$ cat config.mk
export PLATFORM = sky130hd
export DESIGN_NAME = if_id_queue
export DESIGN_NICKNAME = d
export VERILOG_FILES = /design/src/rtl/if_id_queue_pkg.sv /design/src/rtl/ifq_predecode.sv /design/src/rtl/if_id_queue.sv
export SDC_FILE = /design/constraint.sdc
export NUM_CORES = 1
export LEC_CHECK = 0
export ABC_CLOCK_PERIOD_IN_PS = 7500
export CAP_MARGIN = 10
export CORE_ASPECT_RATIO = 0.75
export CORE_MARGIN = 2
export CORE_UTILIZATION = 49
export DETAILED_ROUTE_END_ITERATION = 8
export MAX_ROUTING_LAYER = met4
export PLACE_DENSITY = 0.83
export SLEW_MARGIN = 25
export SYNTH_ARGS = -nofsm -noshare
export SYNTH_HDL_FRONTEND = slang
export SYNTH_HIERARCHICAL = 1
export SYNTH_SLANG_ARGS = --single-unit
export TNS_END_PERCENT = 50
$ cat constraint.sdc
create_clock -name clk -period 7.5 [get_ports clk]
set_input_delay 0.75 -clock clk [delete_from_list [all_inputs] [get_ports clk]]
set_output_delay 0.75 -clock clk [all_outputs]
set_load 0.01 [all_outputs]
$ cat src/rtl/if_id_queue_pkg.sv
// Shared constants for the fetch/decode decoupling queue: datapath widths,
// the NOP encoding and the opcodes of control-transfer instructions.
package if_id_queue_pkg;

    localparam int CPU_WIDTH  = 64;
    localparam int INST_WIDTH = 32;

    localparam logic [INST_WIDTH-1:0] NOP_INST = 32'h0000_0013;

    localparam logic [6:0] OPC_BRANCH = 7'b1100011;
    localparam logic [6:0] OPC_JAL    = 7'b1101111;
    localparam logic [6:0] OPC_JALR   = 7'b1100111;

    function automatic logic is_ctrl_opcode(input logic [6:0] opcode);
        return (opcode == OPC_BRANCH) || (opcode == OPC_JAL) || (opcode == OPC_JALR);
    endfunction

endpackage

$ cat src/rtl/ifq_predecode.sv
// Combinational predecode: flags branch, jal and jalr opcodes so decode
// learns early that the head instruction can redirect the PC.
module ifq_predecode
    import if_id_queue_pkg::*;
(
    input  logic [6:0] i_opcode,
    output logic       o_is_ctrl
);

    assign o_is_ctrl = is_ctrl_opcode(i_opcode);

endmodule

$ cat src/rtl/if_id_queue.sv
// In-order instruction queue between fetch and decode with single-cycle flush.
// Define IFQ_PREDECODE_EN to store a per-entry control-transfer flag (id_is_ctrl).
module if_id_queue
    import if_id_queue_pkg::*;
#(
    parameter int DEPTH = 2
) (
    input  logic                    clk,
    input  logic                    rst_n,
    input  logic                    if_valid,
    input  logic [INST_WIDTH-1:0]   if_inst,
    input  logic [CPU_WIDTH-1:0]    if_pc,
    output logic                    if_ready,
    output logic                    id_valid,
    output logic [INST_WIDTH-1:0]   id_inst,
    output logic [CPU_WIDTH-1:0]    id_pc,
    input  logic                    id_ready,
`ifdef IFQ_PREDECODE_EN
    output logic                    id_is_ctrl,
`endif
    input  logic                    flush,
    output logic [$clog2(DEPTH):0]  count
);

    localparam int AW = $clog2(DEPTH);
    localparam logic [AW:0] PTR_ONE = 1;

    logic [INST_WIDTH-1:0] r_inst_mem [DEPTH];
    logic [CPU_WIDTH-1:0]  r_pc_mem   [DEPTH];
    logic [AW:0]           r_wptr;
    logic [AW:0]           r_rptr;
    logic [AW:0]           r_count;

    logic          w_empty;
    logic          w_full;
    logic          w_push;
    logic          w_pop;
    logic [AW-1:0] w_widx;
    logic [AW-1:0] w_ridx;

    assign w_widx  = r_wptr[AW-1:0];
    assign w_ridx  = r_rptr[AW-1:0];
    assign w_empty = (r_wptr == r_rptr);
    // Same slot with opposite wrap bits means the writer is a full lap ahead.
    assign w_full  = (w_widx == w_ridx) && (r_wptr[AW] != r_rptr[AW]);

    assign if_ready = !w_full && !flush;
    assign id_valid = !w_empty && !flush;
    assign w_push   = if_valid && if_ready;
    assign w_pop    = id_valid && id_ready;

    assign id_inst  = w_empty ? NOP_INST : r_inst_mem[w_ridx];
    assign id_pc    = w_empty ? '0 : r_pc_mem[w_ridx];
    assign count    = r_count;

    always_ff @(posedge clk) begin
        if (w_push) begin
            r_inst_mem[w_widx] <= if_inst;
            r_pc_mem[w_widx]   <= if_pc;
        end
    end

    always_ff @(posedge clk or negedge rst_n) begin
        if (!rst_n) begin
            r_wptr  <= '0;
            r_rptr  <= '0;
            r_count <= '0;
        end else if (flush) begin
            r_wptr  <= '0;
            r_rptr  <= '0;
            r_count <= '0;
        end else begin
            if (w_push) r_wptr <= r_wptr + PTR_ONE;
            if (w_pop)  r_rptr <= r_rptr + PTR_ONE;
            case ({w_push, w_pop})
                2'b10:   r_count <= r_count + PTR_ONE;
                2'b01:   r_count <= r_count - PTR_ONE;
                default: r_count <= r_count;
            endcase
        end
    end

`ifdef IFQ_PREDECODE_EN
    logic r_ctrl_mem [DEPTH];
    logic w_in_is_ctrl;

    ifq_predecode u_predecode (
        .i_opcode  (if_inst[6:0]),
        .o_is_ctrl (w_in_is_ctrl)
    );

    always_ff @(posedge clk) begin
        if (w_push) r_ctrl_mem[w_widx] <= w_in_is_ctrl;
    end

    assign id_is_ctrl = w_empty ? 1'b0 : r_ctrl_mem[w_ridx];
`endif

endmodule

# [Yosys cells after proc, flatten, opt, wreduce, memory -nomap -nowiden]
# Memory sizes are Yosys's and may differ from the RTL's.
# Cells that the tools add are included.
# Widths: inputs -> output; s select.
[word_totals] ramBits=192 in_bits=101 memories=2 output_inout_bits=100 ff_bits=6 word_cells=35
[mem_list] name="r_pc_mem" words=2 word_bits=64 rd=1 rd_clocked_by_memory_dff=0 wr=1 line_no="if_id_queue.sv:29" source="logic [CPU_WIDTH-1:0] r_pc_mem [DEPTH];"
[mem_list] name="r_inst_mem" words=2 word_bits=32 rd=1 rd_clocked_by_memory_dff=0 wr=1 line_no="if_id_queue.sv:28" source="logic [INST_WIDTH-1:0] r_inst_mem [DEPTH];"
[classes] muxes=10 reduce_logical=11 n_addsub=4 n_eq_ne=5
[op_table] op="$mux 64" count=1
[op_table] op="$mux 32" count=1
[op_table] op="$mux 2" count=5
[op_table] op="$add 2x1->2 const B" count=3
[op_table] op="$logic_and 1x1->1" count=5
[op_table] op="$pmux 2 s2" count=1
[op_table] op="$reduce_bool 2->1" count=2
[op_table] op="$logic_not 1->1" count=3
[op_table] op="$reduce_bool 3->1" count=1
[op_table] op="$eq 2x1->1 const B" count=1
[op_table] op="$eq 2x2->1" count=1
[op_table] op="$eq 2x2->1 const B" count=1
[op_table] op="$mux 1" count=2
[op_table] op="$sub 2x1->2 const B" count=1
[op_table] op="$eq 1x1->1" count=1
[op_table] op="$ne 1x1->1" count=1

# [Depth between registers and ports, before layout]
# Gate-level depths: netlist of run 1.
[depth] ltp_word=8 mapped_depth=6 mapped_depth_nobuf=4

# [Worst setup path after synthesis of run 1]
# Ideal clock, no wire load.
[synth_path] path_type="input port to flip-flop" start="in flush" end="reg r_wptr[1]" setup_time_ns=0.095 path_buffers=1 path_stages=5 required_ns=7.405 arrival_ns=5.878 path_slack_ns=1.527 path_cell_list="clkbuf_1 nor2b_1 o21ai_4 nor2_1 mux2_2"
[synth_via] elab_chain_len=4 word_cells_on_any_way=5 cone_classes="mux (1); reduce/logical (4)"
[synth_lines] item="start, declared" line_no="if_id_queue.sv:21" source="input logic flush,"
[synth_lines] item="$logic_not 1->1" line_no="if_id_queue.sv:47" source="assign if_ready = !w_full && !flush;"
[synth_lines] item="$logic_and 1x1->1" line_no="if_id_queue.sv:47"
[synth_lines] item="$logic_and 1x1->1" line_no="if_id_queue.sv:49" source="assign w_push = if_valid && if_ready;"
[synth_lines] item="$reduce_bool 2->1 (no source line)"
[synth_lines] item="end signal, assigned" line_no="if_id_queue.sv:73" source="if (w_push) r_wptr <= r_wptr + PTR_ONE;"
[synth_lines] item="end, declared" line_no="if_id_queue.sv:30" source="logic [AW:0] r_wptr;"
# Several ways; a longest one is shown, not always the timed one.
# A chain may end at the register's enable or synchronous reset.

# [Worst setup path in the final report of run 1]
[layout_path] start="reg r_rptr[0]" end="out id_inst[20]"
[layout_via] elab_chain_len=2 word_cells_on_any_way=3 cone_classes="eq/ne (1); mux (1); memory (1)"
[layout_lines] item="start, declared" line_no="if_id_queue.sv:31" source="logic [AW:0] r_rptr;"
[layout_lines] item="start signal, assigned" line_no="if_id_queue.sv:74" source="if (w_pop) r_rptr <= r_rptr + PTR_ONE;"
[layout_lines] item="$mem_v2 2x32 or $eq 2x2->1 (tied branches)"
[layout_lines] item="$mux 32 *" line_no="if_id_queue.sv:52" source="assign id_inst = w_empty ? NOP_INST : r_inst_mem[w_ridx];"
[layout_lines] item="end, declared" line_no="if_id_queue.sv:15" source="output logic [INST_WIDTH-1:0] id_inst,"
# Every way passes the cells marked *; elsewhere a longest branch is shown, timed or not.

==> results of run 1 <==
## Yosys cell counts, drive strengths merged
cell      n  share of area, %
o21ai     5              0.52
xnor2     3              0.34
dfrtp     6               2.0
nand2b    2              0.16
a21oi     2              0.13
a211oi    1             0.098
mux2      2              0.29
mux2i    98                13
nor2b     2              0.16
o211ai    1             0.098
edfxtp  192                76
a22oi     1              0.16
nor2    100               4.9
inv       1             0.049
clkbuf    8              0.39
o21bai    1             0.098
xor2      4              0.66
nand2     1             0.049
buf      14               1.5
## how the worst max path moves through the flow
stage / cells after the start / endpoint / slack (ns) / startpoint
floorplan: 5 / r_wptr[1] / 1.53 / flush
global placement: 5 / id_inst[2] / 3.53 / r_rptr[0]
detailed placement: 5 / id_pc[24] / 3.41 / r_rptr[0]
CTS: 5 / id_pc[24] / 2.94 / r_rptr[0]
global route: 5 / id_inst[20] / 3.37 / r_rptr[0]
finish: 5 / id_inst[20] / 3.54 / r_rptr[0]
## layout by cell type (no fill, tap or decap), types with 2 or more instances in the layout
cell type,instances
a21oi_1,2
buf_4,5
bufinv_16,3
clkbuf_16,17
clkdlybuf4s50_1,200
clkinv_2,2
clkinv_4,3
clkinvlp_4,2
dfrtp_1,5
edfxtp_1,192
inv_6,2
mux2i_1,98
nand2b_1,2
nor2_1,97
nor2_4,3
nor2b_1,2
o21ai_0,3
xnor2_1,3
xor2_1,2
xor2_2,2
## layout make-up
type	count	area share, %
Clock buffer	18	4.11
Clock inverter	14	1.67
Tap cell	205	2.46
Multi-Input combinational cell	223	15.2
Timing Repair Buffer	207	19.8
Inverter	1	0.0359
Sequential cell	198	56.7
## per-stage QoR
stage | util [%] | worst slack (ns) | std cells | instance area [um2] | total power, mW
3_3_place_gp | 64.5 | 3.53 | 833 | 9820 | 2.92
4_1_cts | 68.5 | 2.94 | 865 | 10400 | 3.88
3_5_place_dp | 64.5 | 3.41 | 833 | 9820 | 2.95
6_report | 68.6 | 3.54 | 866 | 10400 | 3.86
2_1_floorplan | - | 1.53 | 444 | 7630 | 2.22
5_1_grt | 68.6 | 3.37 | 866 | 10400 | 4.04
## power groups by stage
stage,clock (mW),sequential (mW),combinational (mW)
floorplan,0,1.40,0.829
global placement,0,1.43,1.49
detailed placement,0,1.44,1.52
CTS,0.936,1.41,1.53
global route,0.986,1.42,1.64
finish,0.919,1.41,1.53
## registers in the layout, summed over array words and instances, names as in the netlist
signal	cells
r_pc_mem	128
r_inst_mem	64
r_wptr	2
r_rptr	2
count	2
## per-layer routing
metal	up-vias	track usage, %	wire length [um]
met5	-	-	0
li1	2053	-	-
met4	0	4.95	189
met2	161	32.3	7970
met1	2130	24.3	6260
met3	18	5.73	1160
## cells by family after synthesis
family	Yosys count	synth area share, %
XOR/XNOR	7	1.00
buffers and inverters	23	1.97
AND/OR/NAND/NOR	105	5.29
AO/OA/AOI/OAI	11	1.11
multiplexers	100	13.1
flip-flops	198	77.5
==> impl_metrics.yaml, run 1 <==
run:
  drv_cap: 0
floorplan:
  design.core.area_um2: 15200
  start_util_pct: 50.1
  die-width_um: 148
  dieArea_um2: 16600
  chipHeight_um: 112
  ios: 201
  rows: 39
timing:
  finalMaxSlewViolations: 0
  finClkSkew_ns: 0.00692
  hold-worst-slack_ns: 0.576
  finalSetupTns_ns: 0
  fin_crit_sh_pct: 52.8
  worst_slew_pin_slew_ns: 0.772
  setup_viol: 0
  relSlewSlack_pct: 48.5
  post-route-min-period_ns: 3.96
  grt_setup_unrepaired: "false"
  hold_violations: 0
  fmax_mhz: 252
worst_hold_path:
  hold_path_class: "input port to async pin"
routing:
  routedWlPerCell_um: 18.0
  wirelength_mm: 15.6
  drtPass1Iterations: 4
  drc: 0
  via_per_inst: 5.04
  route.vias.total: 4362
  ant_nets: 0
  first_iter_violations: 280
power_and_ir_drop:
  p_leak_nw: 3.48
  switchingPower_mw: 1.20
  seqPwrFrac_pct: 36.6
  p_per_area_nw_per_um2: 369
  ir_worst_vdd_uv: 280
  p_int_mw: 2.66
  switching_share_pct: 31.0
  clkPwrFrac_pct: 23.8
  pwr-share-comb_pct: 39.6
finish:
  area_growth_pct: 36.8
  multi_input_area_um2: 1590
  antennaDiodeCount: 0
  fillers: 1016
  final-seq-area_um2: 5920
  drive_above_1_share_pct: 7.11
  final_nets: 749
clocking:
  ctsHoldBuffers: 0
  clock_sinks: 198
  cts_made_buffers: 17
  cts.htree.levels: 4
  root_buffer: "clkbuf_16"
  clk_path_buf_depth: 2
  cts_tree: "yes"
  cts-resized-gates: 0
  clk_pin_slew_ns: 0.06
  clk_latency_ns: 0.42
  post_cts_buffers: 0
logic_synthesis:
  synthCells: 444
  synth_area_um2: 7630
  ys_seq_area_share_pct: 77.5
  ys_seq_elements: 198
  ys_types: 25
  yosysWarnings: 6
  synth_nets: 545
  avgSynthCellArea_um2: 17.2
worst_setup_path:
  crit_path_end_kind: "primary output"
  worst-r2r-setup-slack_ns: 4.80
  crit_family: "buffers and inverters"
  r2r_end: "count[1]"
  slowest_stage: "dfrtp_4"
  arrival_ns: 3.21
  crit-reg2reg-launch: "r_rptr[0]"
  cp_data_required_time_ns: 6.75
  r2r_cells: 5
  path_max_fanout: 47
  start_kind: "flop"
  path_cells: "xor2_2, nor2_4, buf_4, nor2_1, clkdlybuf4s50_1"
  cp.buffers_inverters: 2
  slowest_delay_ns: 0.88
  crit_type: "flop to primary output"
global_routing:
  grt_pass1_vias: 4563
  grt_overflow: 0
  grt_start_max_net_pins: 62
  antenna_found_initial: 0
  grtUsageTotal_pct: 19.7
  grt_pass1_wl_mm: 24.1
placed_design:
  gp_congestion: 0.760
  port-buffer-count: 200
  dp_hpwl_mm: 10.0
status:
  outcome: "finished clean"
(Power assumes the default switching activity.)
==> run 2, diff against run 1 <==
ABC_CLOCK_PERIOD_IN_PS = 4000   (was 7500)
clock period = 4 ns   (was 7.5 ns; I/O delays follow)
==> run 2 against run 1 <==
- power rose by 85%
- critical path depth did not move
- register-to-register slack got worse by 3.2 ns
- cell area fell by 0.31%
- core utilization fell by 0.21 points
- critical path type unchanged
==> impl_metrics.yaml, run 2 (synthesized netlist as in run 1, its figures left out) <==
global_routing:
  grt_pass1_wl_mm: 23.6
  grt_pass1_vias: 4583
  grt.busiest_layer: "met2"
  grt_overflow: 0
  grtUsageTotal_pct: 19.5
  gr-usage-met1_pct: 24.0
  grt_start_max_net_pins: 85
  grtUsageMet3_pct: 5.53
  antenna_found_initial: 0
  grt_util_met2_pct: 31.6
routing:
  via_per_inst: 5.03
  drc: 0
  ant_nets: 0
  wirelength_mm: 15.2
  drtPass1Iterations: 4
  first_iter_violations: 331
  routedWlPerCell_um: 17.6
  route.vias.total: 4359
finish:
  reg_top3: "r_pc_mem x128, r_inst_mem x64"
  largest_register_ffs: 128
  antennaDiodeCount: 0
  multi_input_area_um2: 1590
  drive_above_1_share_pct: 6.66
  final_cell_mix: "clkdlybuf4s50_1 (200), edfxtp_1 (192), mux2i_1 (98)"
  fillers: 1027
  fin_cells: 866
  stdcell_area_um2: 10400
  final_nets: 749
  area_growth_pct: 36.4
  final_common_cell: "clkdlybuf4s50_1"
  final-seq-area_um2: 5920
  final_util_pct: 68.4
  top_register: "r_pc_mem"
placed_design:
  port-buffer-count: 200
  post-place-ws_ns: 1.24
  dpl_cell_area_um2: 9850
  dp_cells: 834
  gp_congestion: 0.786
  dp_hpwl_mm: 9.99
timing:
  hold_violations: 0
  fin_crit_sh_pct: 76.7
  worst_slew_pin_slew_ns: 0.908
  post-route-min-period_ns: 3.07
  fin_ws_ns: 0.932
  finalMaxSlewViolations: 0
  grt_setup_unrepaired: "false"
  relSlewSlack_pct: 39.4
  fmax_mhz: 326
  finClkSkew_ns: 0.00481
  hold-worst-slack_ns: 0.229
  setup_viol: 0
  finalSetupTns_ns: 0
run:
  drv_cap: 0
worst_hold_path:
  hold_path_class: "input port to async pin"
worst_setup_path:
  crit_path_end_kind: "primary output"
  slowest_stage: "dfrtp_4"
  path_cells: "xor2_2, nor2_4, buf_4, nor2_1, clkdlybuf4s50_1"
  arrival_ns: 2.67
  r2r_end: "r_inst_mem[1][0]"
  cp.buffers_inverters: 2
  crit-reg2reg-launch: "r_rptr[0]"
  slowest_delay_ns: 0.52
  path_max_fanout: 24
  start_kind: "flop"
  crit_type: "flop to primary output"
  crit_family: "buffers and inverters"
  cp_data_required_time_ns: 3.60
  worst-r2r-setup-slack_ns: 1.62
  r2r_cells: 4
floorplan:
  die-width_um: 148
  dieArea_um2: 16600
  rows: 39
  start_util_pct: 50.1
  design.core.area_um2: 15200
  ios: 201
  chipHeight_um: 112
clocking:
  clock_sinks: 198
  ctsHoldBuffers: 0
  cts_tree: "yes"
  clk_latency_ns: 0.42
  cts_made_buffers: 17
  clk_path_buf_depth: 2
  post_cts_buffers: 0
  cts-resized-gates: 0
  cts.htree.levels: 4
  clk_pin_slew_ns: 0.07
  root_buffer: "clkbuf_16"
power_and_ir_drop:
  power.total_mw: 7.15
  ir_worst_vdd_uv: 382
  p_leak_nw: 3.46
  pwr-share-comb_pct: 41.3
  p_int_mw: 4.93
  seqPwrFrac_pct: 36.0
  p_per_area_nw_per_um2: 687
  switchingPower_mw: 2.22
  clkPwrFrac_pct: 22.7
  switching_share_pct: 31.0
status:
  outcome: "finished clean"
[run 2: worst register-to-register path, stage by stage (launching register included)]
cell and delay (ns):
dfrtp_4 0.52, xor2_2 0.42, o21ai_4 0.18, nor2_4 0.39, buf_12 0.43
[run 2: how the worst max path moves through the flow]
stage               startpoint          endpoint  slack [ns]  depth (start not counted)
floorplan            r_rptr[0]  r_inst_mem[0][0]       -1.52                          4
global placement         flush   r_pc_mem[1][14]        1.36                          5
detailed placement       flush   r_pc_mem[1][22]        1.24                          5
CTS                  r_rptr[0]         id_pc[19]        0.88                          5
global route         r_rptr[0]          id_pc[4]        0.76                          5
finish               r_rptr[0]          id_pc[4]        0.93                          5
[run 2: final cells by class]
class | instances | share of cell area, %
inverter | 1 | 0.0360
sequential | 198 | 56.8
clock inverter | 12 | 1.20
multi-input combinational | 223 | 15.3
clock buffer | 20 | 4.19
tap | 205 | 2.46
timing repair buffer | 207 | 20.0
[run 2: power by group through the flow]
stage	Clock (mW)	Sequential (mW)	Combinational (mW)
floorplan	0	2.61	1.56
global placement	0	2.60	2.93
detailed placement	0	2.62	2.98
CTS	1.67	2.57	3.00
global route	1.75	2.59	3.17
finish	1.63	2.57	2.95
[run 2: layer usage]
metal | vias up | routed length [um] | part of all wire [%]
met1 | 2118 | 6260 | 41
met2 | 166 | 7610 | 50
met3 | 21 | 1110 | 7.3
met4 | 0 | 222 | 1.5
met5 | - | 0 | 0
li1 | 2054 | - | -
==> run 3, diff against run 2 <==
ABC_CLOCK_PERIOD_IN_PS = 2500   (was 4000)
CORE_UTILIZATION = 44   (was 49)
PLACE_DENSITY = 0.79   (was 0.83)
clock period = 2.5 ns   (was 4 ns; I/O delays follow)
==> run 3 against run 2 <==
- highest routed layer unchanged
- critical endpoint is now id_inst[31]
- sequential cell count unchanged
- routed wire length up 5.2%
- register-to-register slack worse by 1.0 ns
==> impl_metrics.yaml, run 3 (synthesized netlist as in run 1, its figures left out) <==
global_routing:
  grtUsageMet3_pct: 4.71
  grt_pass1_vias: 4660
  antenna_found_initial: 0
  grt_util_met2_pct: 29.3
  grtUsageTotal_pct: 17.7
  gr-usage-met1_pct: 20.8
  grt_start_max_net_pins: 67
  grt_overflow: 0
  grt_pass1_wl_mm: 24.1
  grt.busiest_layer: "met2"
routing:
  route.vias.total: 4464
  drtPass1Iterations: 4
  routedWlPerCell_um: 18.1
  first_iter_violations: 253
  ant_nets: 0
  wirelength_mm: 16.0
  via_per_inst: 5.07
  drc: 0
worst_hold_path:
  hold_path_class: "input port to async pin"
floorplan:
  chipHeight_um: 118
  rows: 41
  die-width_um: 156
  start_util_pct: 45.1
  dieArea_um2: 18400
  ios: 201
  design.core.area_um2: 16900
timing:
  finalMaxSlewViolations: 0
  hold_violations: 0
  post-route-min-period_ns: 2.46
  worst_slew_pin_slew_ns: 0.459
  grt_setup_unrepaired: "true"
  fin_crit_sh_pct: 98.5
  relSlewSlack_pct: 69.4
  finClkSkew_ns: 0.0107
  fmax_mhz: 406
  setup_viol: 0
clocking:
  clk_latency_ns: 0.42
  cts.htree.levels: 4
  clock_sinks: 198
  cts_made_buffers: 17
  cts_tree: "yes"
  ctsHoldBuffers: 0
  clk_pin_slew_ns: 0.07
  post_cts_buffers: 0
  root_buffer: "clkbuf_16"
  clk_path_buf_depth: 2
power_and_ir_drop:
  ir_worst_vdd_uv: 794
  power.total_mw: 11.8
  p_per_area_nw_per_um2: 1110
  p_leak_nw: 3.84
finish:
  fillers: 1218
  final_nets: 754
  antennaDiodeCount: 0
  largest_register_ffs: 128
  final_common_cell: "edfxtp_1"
  top_register: "r_pc_mem"
  fin_cells: 881
  final_cell_mix: "edfxtp_1 (192), clkdlybuf4s50_1 (179), mux2i_1 (98)"
  area_growth_pct: 39.7
  drive_above_1_share_pct: 8.41
  reg_top3: "r_pc_mem x128, r_inst_mem x64"
run:
  drv_cap: 0
placed_design:
  gp_congestion: 0.785
  dp_cells: 847
  dp_hpwl_mm: 9.77
  port-buffer-count: 200
worst_setup_path:
  crit_type: "flop to primary output"
  worst-r2r-setup-slack_ns: 0.58
  arrival_ns: 2.21
  start_kind: "flop"
  path_max_fanout: 66
  crit_path_end_kind: "primary output"
  r2r_cells: 5
  cp_data_required_time_ns: 2.25
status:
  outcome: "finished clean"
run 3: changes by cell type in the layout (fill, tap and decap cells not counted), sizes merged:
cell,previous run,this run
buf,7,11
clkbuf,20,19
clkdlybuf4s50,200,179
clkinv,5,4
clkinvlp,1,2
dlymetal6s2s,0,21
inv,5,7
run 3: area by class of cell:
cell class | instances | area, um2 | area share [%]
tap | 215 | 269 | 2.52
timing repair buffer | 212 | 2260 | 21.2
inverter | 1 | 3.75 | 0.0352
multi-input combinational | 223 | 1620 | 15.2
clock inverter | 14 | 163 | 1.53
sequential | 198 | 5920 | 55.5
clock buffer | 18 | 429 | 4.02
run 3: worst paths after layout:
check / startpoint / end
worst min register to register: count[1] / count[1]
worst max register to register: r_wptr[0] / r_pc_mem[1][24]
min in group clk: if_inst[5] / r_inst_mem[0][5]
worst max-delay path: r_rptr[0] / id_inst[31]
worst min-delay path: rst_n / r_rptr[1]
max in group asynchronous: rst_n / r_rptr[0]
run 3: routing by layer:
metal	vias to the layer above	wire [um]
li1	2062	-
met1	2181	6620
met2	191	7980
met3	30	1080
met4	0	312
met5	-	0
run 3: worst max-delay path: stages (launching register included):
cell             delay, ns
dfrtp_4               0.48
buf_16                0.36
mux2i_1               0.18
nor2_1                0.14
clkdlybuf4s50_1       0.56
run 3: report_power, final:
group          leakage [nW]  internal, mW  switching (mW)  total (mW)
clock                 0.287          1.50            1.21        2.72
combinational          1.72          2.54            2.47        5.01
sequential             1.84          3.99           0.122        4.12
run 3: stage by stage:
| stage | TNS (ns) | area, um2 | worst slack (ns) | hold slack [ns] | utilization, % |
|---|---|---|---|---|---|
| after CTS | 0 | 10600 | 0.00286 | 0.0639 | 62.6 |
| final | 0 | 10700 | 0.0372 | 0.0776 | 63.0 |
| after global placement | 0 | 9960 | 0.421 | 0.514 | 58.8 |
| after global routing | -2.79 | 10700 | -0.0538 | 0.0860 | 63.0 |
| after detailed placement | 0 | 9960 | 0.398 | 0.523 | 58.8 |
| after floorplan | -40.77 | 7670 | -0.226 | -0.0456 | - |
run 3: repair_timing:
item	CTS	global route
endpoints found under the setup margin	73	95
gates cloned	1	1
gates resized for setup	5	22
